File: src/rtl/dm_dump_pkg.sv
// rtl/dm_dump_pkg.sv - shared debug-unit types: dump FSM encoding and byte width.
package dm_dump_pkg;

    localparam int BYTE_W = 8;

    typedef enum logic [3:0] {
        ST_IDLE    = 4'd0,
        ST_READ    = 4'd1,
        ST_CAPTURE = 4'd2,
        ST_SEND_HI = 4'd3,
        ST_WAIT_HI = 4'd4,
        ST_SEND_LO = 4'd5,
        ST_WAIT_LO = 4'd6,
        ST_NEXT    = 4'd7,
        ST_DONE    = 4'd8
    } dm_state_e;

    function automatic logic [BYTE_W-1:0] hi_byte(input logic [2*BYTE_W-1:0] w);
        return w[2*BYTE_W-1:BYTE_W];
    endfunction

    function automatic logic [BYTE_W-1:0] lo_byte(input logic [2*BYTE_W-1:0] w);
        return w[BYTE_W-1:0];
    endfunction

endpackage

File: src/rtl/dm_dump.sv
// rtl/dm_dump.sv - dumps every data-memory word over the UART, high byte first.
module dm_dump
    import dm_dump_pkg::*;
#(
    parameter int MEM_SIZE    = 9,
    parameter int ADDR_LENGTH = 11,
    parameter int DATA_LENGTH = 16
) (
    input  logic                   i_clock,
    input  logic                   i_reset,
    input  logic                   i_start,
    output logic [ADDR_LENGTH-1:0] o_Addr,
    output logic                   o_Rd,
    input  logic [DATA_LENGTH-1:0] i_Data,
    output logic [BYTE_W-1:0]      o_tx_data,
    output logic                   o_tx_start,
    input  logic                   i_tx_done,
    output logic                   o_busy,
    output logic                   o_done
);

    localparam logic [ADDR_LENGTH-1:0] LAST_ADDR = ADDR_LENGTH'(MEM_SIZE - 1);

    dm_state_e              state_q, state_d;
    logic [ADDR_LENGTH-1:0] cnt_q, cnt_d;
    logic [DATA_LENGTH-1:0] word_q, word_d;
    logic [BYTE_W-1:0]      tx_data_q, tx_data_d;

    always_ff @(posedge i_clock or posedge i_reset) begin
        if (i_reset) begin
            state_q   <= ST_IDLE;
            cnt_q     <= '0;
            word_q    <= '0;
            tx_data_q <= '0;
        end else begin
            state_q   <= state_d;
            cnt_q     <= cnt_d;
            word_q    <= word_d;
            tx_data_q <= tx_data_d;
        end
    end

    always_comb begin
        state_d   = state_q;
        cnt_d     = cnt_q;
        word_d    = word_q;
        tx_data_d = tx_data_q;
        case (state_q)
            ST_IDLE: begin
                if (i_start) begin
                    cnt_d   = '0;
                    state_d = ST_READ;
                end
            end
            ST_READ: begin
                // Memory drives i_Data only while Rd is high, so the word is
                // registered on the edge that enters CAPTURE.
                word_d  = i_Data;
                state_d = ST_CAPTURE;
            end
            ST_CAPTURE: begin
                tx_data_d = hi_byte(word_q);
                state_d   = ST_SEND_HI;
            end
            ST_SEND_HI: state_d = ST_WAIT_HI;
            ST_WAIT_HI: begin
                if (i_tx_done) begin
                    tx_data_d = lo_byte(word_q);
                    state_d   = ST_SEND_LO;
                end
            end
            ST_SEND_LO: state_d = ST_WAIT_LO;
            ST_WAIT_LO: begin
                if (i_tx_done) begin
                    state_d = ST_NEXT;
                end
            end
            ST_NEXT: begin
                // Compare before increment so a full-range dump never wraps.
                if (cnt_q == LAST_ADDR) begin
                    state_d = ST_DONE;
                end else begin
                    cnt_d   = cnt_q + ADDR_LENGTH'(1);
                    state_d = ST_READ;
                end
            end
            ST_DONE: state_d = ST_IDLE;
            default: state_d = ST_IDLE;
        endcase
    end

    assign o_Addr     = cnt_q;
    assign o_Rd       = (state_q == ST_READ);
    assign o_tx_data  = tx_data_q;
    assign o_tx_start = (state_q == ST_SEND_HI) || (state_q == ST_SEND_LO);
    assign o_busy     = (state_q != ST_IDLE);
    assign o_done     = (state_q == ST_DONE);

endmodule

File: config.mk
export PLATFORM = sky130hd
export DESIGN_NAME = dm_dump
export DESIGN_NICKNAME = d
export VERILOG_FILES = /design/src/rtl/dm_dump_pkg.sv /design/src/rtl/dm_dump.sv
export SDC_FILE = /design/constraint.sdc
export NUM_CORES = 1
export LEC_CHECK = 0
export CAP_MARGIN = 30
export CORE_MARGIN = 2
export CORE_UTILIZATION = 30
export DETAILED_ROUTE_END_ITERATION = 10
export SETUP_SLACK_MARGIN = 0.1
export SYNTH_ARGS = -nofsm -noshare
export SYNTH_HDL_FRONTEND = slang
export SYNTH_SLANG_ARGS = --single-unit
File: constraint.sdc
create_clock -name i_clock -period 1.9 [get_ports i_clock]
set_input_delay 0.57 -clock i_clock [delete_from_list [all_inputs] [get_ports i_clock]]
set_output_delay 0.57 -clock i_clock [all_outputs]
set_load 0.01 [all_outputs]
* Word-level counts from Yosys, hierarchy flattened
Cells that the tools add are included.
** Storage, ports and cells
- Register bits after elaboration :: 39
- Input port bits :: 20
- Output and inout bits :: 23
- Word-level logic and storage cells :: 36
** Cells by class
- Add/sub/neg operators :: 1
- Equal/unequal tests :: 13
- Multiplexer cells :: 10
- Reductions and logical operators :: 8
** Operators by type and width (number)
- one-hot mux 4 bit (8 select lines) :: 1
- 2-to-1 mux 11 bit :: 2
- one-hot mux 11 bit (2 select lines) :: 1
- equality test 4 x 3 -> 1 bit (second input constant) :: 4
- 2-to-1 mux 4 bit :: 4
- one-hot mux 8 bit (2 select lines) :: 1
- adder 11 x 1 -> 11 bit (second input constant) :: 1
- equality test 11 x 4 -> 1 bit (second input constant) :: 1
- equality test 4 x 2 -> 1 bit (second input constant) :: 2
- 2-to-1 mux 8 bit :: 1
- inequality test 2 bit (second input constant) :: 4
- AND reduction 3 bit :: 2
- equality test 4 x 1 -> 1 bit (second input constant) :: 1
- equality test 4 bit (second input constant) :: 1
- zero test 4 bit :: 1
- nonzero test 2 bit :: 2
- nonzero test 4 bit :: 1
- AND reduction 2 bit :: 1
- logical OR 1 bit :: 1

* Logic depth before layout (Yosys ltp)
- Depth after elaboration :: 3
- Gate-level depth with buffers :: 6
- Gate-level depth less buffers :: 5

* Least setup slack after synthesis
No wires, ideal clock.
- Path type :: reg-to-output
- Start point :: reg state_q[1]
- End point :: out o_Rd
- Arrival time :: 1.249 ns
- Data required time :: 1.330 ns
- Slack :: 0.081 ns
- Stages on the path, launching flop included :: 4
- Buffers on the path :: 2
- Cells stage by stage :: dfrtp_1 -> buf_2 -> nor3_4 -> buf_2
** On the way
- Word-level cells in the longest chain between the ends :: 1
** RTL lines
- from (decl) :: RTL line dm_dump.sv:24 : dm_state_e state_q, state_d;
- from (signal assigned) :: RTL line dm_dump.sv:36 : state_q <= state_d;
- equality test 4 x 1 -> 1 bit :: RTL line dm_dump.sv:93 : assign o_Rd = (state_q == ST_READ);
- to (decl) :: RTL line dm_dump.sv:13 : output logic o_Rd,
Every way passes these cells.

* Final worst setup path
- Start point :: reg state_q[1]
- End point :: reg cnt_q[0] (netlist: o_Addr[0])
** On the way
- Word-level cells in the longest chain between the ends :: 3
- Elaborated cells between the ends (all ways) :: 7
- Those cells by class :: eq/ne (3); mux (1); reduce/logical (3)
** RTL lines
- equality test 4 x 3 -> 1 bit / zero test 4 bit (equally long branches) :: RTL line dm_dump.sv:48 : case (state_q)
- inequality test 2 bit (no source line) / nonzero test 2 bit (equally long branches)
- AND reduction 3 bit (no source line)
- to (signal assigned) :: RTL line dm_dump.sv:37 : cnt_q <= cnt_d;
- to (decl) :: RTL line dm_dump.sv:25 : logic [ADDR_LENGTH-1:0] cnt_q, cnt_d;
Parallel ways exist; a longest one is shown, timed or not.
A chain may end at the register's enable or synchronous reset.

==> results_dict.tcl <==
set metrics [dict create \
    cts_root_buf "clkbuf_8" \
    most-common-layout-cells "buf_4 (30), dfrtp_1 (27), clkdlybuf4s50_1 (25)" \
    fin_crit_ns 1.955 \
    fin_util_pct 47.07 \
    tns_ns -0.06394 \
    hold_slack_ns 0.4875 \
    yosysSeqAreaShare_pct 50.36 \
    ctsHoldBuffers 0 \
    gr-total-overflow 0 \
    powerDensity_nw_per_um2 1528 \
    hold_path.class "flip-flop to flip-flop" \
    synth-compound-area-share_pct 9.748 \
    first_iter_violations 70 \
    cp_common_cell "buf_6" \
    criticalPathCategory "flip-flop to flip-flop" \
    antenna_found_initial 0 \
    cts.sinks 39 \
    cp_cell_sequence "buf_6 > buf_6 > or4b_4 > a21o_1 > o21bai_4 > mux2_4" \
    post_dp_cell_area_um2 2626 \
    slowest_delay_ns 0.51 \
    synth_top_area_share_pct 50.36 \
    max_freq_mhz 511.4 \
    async_flop_share_pct 100.0 \
    setup_viol 2 \
    routed_wl_mm 4.627 \
    syn_nets 189 \
    path_clk_slew_ns 0.08 \
    first_pass_iters 4 \
    drv_slew 0 \
    layout_commonest_cell "buf_4" \
    vias 1551 \
    insertedDiodeCount 0 \
    place_ws_ns -0.4076 \
    drv_cap 0 \
    power_leakage_nw 1.346 \
    synth_cells 167 \
    synth_area_leaders "dfrtp_1 (50%), mux2_1 (9.3%), mux2i_1 (4.1%), nand2_1 (2.7%), o21ai_1 (2.3%)" \
    cp.arrival_ns 2.12 \
    cts_buffers 5 \
    synth_mux_area_share_pct 14.20 \
    fin_area_um2 2972 \
    rsz0062_at_grt "yes" \
    finClkSkew_ns 0.01110 \
    drive_gt1_share_pct 33.20 \
    track_usage_pct 13.72 \
    synth-adder-area-share_pct 1.291 \
    cpMaxStageDelayCell "or4b_4" \
    avgRoutedWirePerCell_um 14.28 \
    grt_pass1_vias 1616 \
    synthToLayoutAreaGrowth_pct 53.32 \
    synthSimpleGateAreaFrac_pct 17.56 \
    tightest_slew_ns 0.2924 \
    outcome "complete, but fails checks" \
    endpoint_kind "flip-flop" \
    dp_hpwl_mm 3.107 \
    clock_path_buffers 2 \
    worst_skew_pair.late_latency_ns 0.29 \
    synth_xor_area_share_pct 3.615 \
    grt_pass1_wl_mm 7.824 \
    violations "negative setup slack" \
    yosys_warnings 0 \
    synth_top_area_cell "dfrtp_1" \
    worst_ep_required_time_ns 2.07 \
    synth_top_family_by_area "simple AND/OR/NAND/NOR gates" \
    rows 29 \
    gp_congestion 0.7616 \
    slew_headroom_pct 80.40 \
    io_buffers 42 \
    drc_errors 0 \
    critical_path_buf_inv_count 2 \
    ant_nets 0 \
    fin_nets 268 \
    chipHeight_um 84.38 \
    vias_per_cell 4.787 \
    start_util_pct 30.70 \
    fin_ws_ns -0.05549 \
    fin_crit_sh_pct 102.9 \
    chipWidth_um 84.38 \
    core-area_um2 6314 \
    grt_max_degree 40 \
    synth-edff-count 0 \
    final_hold_viol_count 0 \
    start_kind "flip-flop" \
    io_pins 43 \
    synthFlopType "dfrtp_1" \
    cts.htree.levels 2 \
    critPathTopFamily "simple AND/OR/NAND/NOR gates" \
    die-area_um2 7119 \
    synth-seq-cells 39 \
    path_max_fanout 3 \
    netlist_area_um2 1938 \
    synth.distinct_cells 45 \
    syn_avg_cell_area_um2 11.61 \
    vdd_drop_max_v 0.0006263 \
    cts_tree "yes" \
]
[where the power goes]
part	internal [mW]	leakage (nW)	total (mW)	switching [mW]
Sequential	1.21	0.467	1.45	0.242
Clock	0.525	0.0654	0.814	0.289
Combinational	1.24	0.814	2.27	1.03
[cell usage after synthesis, types with 3 or more instances]
cell	count
o211ai_1	3
buf_2	5
a21oi_1	5
xnor2_1	4
nor2_1	7
dfrtp_1	39
nand2b_1	4
nor4b_1	3
mux2_1	16
mux2i_1	8
xor2_1	4
nand2_1	14
inv_1	6
o21ai_1	9
[layer usage]
metal,global-route usage (%),share of wire (%)
met1,17.80,45
met2,23.16,51
met3,3.147,3.6
met4,3.752,1.3
met5,0,0
[registers in the layout, summed over array words and instances, names as in the netlist]
signal     count
word_q        16
state_q        4
o_Addr        11
o_tx_data      8
[kinds of logic after synthesis]
| kind of cell | after synthesis |
|---|---|
| AOI/OAI and AO/OA | 27 |
| xor gates and xnor gates | 8 |
| adders and majority gates | 2 |
| buffers and inverters | 14 |
| DFF | 39 |
| muxes | 25 |
| and+or+nand+nor | 52 |
[area by class of cell]
class,instances,area [µm²]
clock buffers,6,72.57
clock inverters,2,60.06
fillers,587,3342
inverters,6,22.52
multi-input cells,114,983.4
flip-flops and latches,39,991.0
well taps,77,96.34
repair buffers,80,745.7
[worst paths after layout]
check,depth (start not counted),startpoint,end,slack (ns)
setup / recovery,6,state_q[1],o_Addr[0],-0.06
hold reg to reg,1,word_q[14],word_q[14],0.49
min in group asynchronous,3,i_reset,word_q[5],0.62
hold / removal,1,word_q[14],word_q[14],0.49
max in group asynchronous,3,i_reset,o_Addr[8],1.06
setup reg to reg,6,state_q[1],o_Addr[0],-0.06
[through the flow]
stage	cells	total power, mW
2_1_floorplan	167	2.532
3_3_place_gp	302	3.384
3_5_place_dp	302	3.431
4_1_cts	323	4.522
5_1_grt	324	4.856
6_report	324	4.541
[what timing repair did]
item                                    in CTS  in global routing
endpoints found under the setup margin      23                 21
buffers inserted                            14                  1
cloned                                       0                  0
pin swaps                                    6                  5
gates resized for setup                     50                 14
Note: power is estimated with default switching activity, not from simulation.
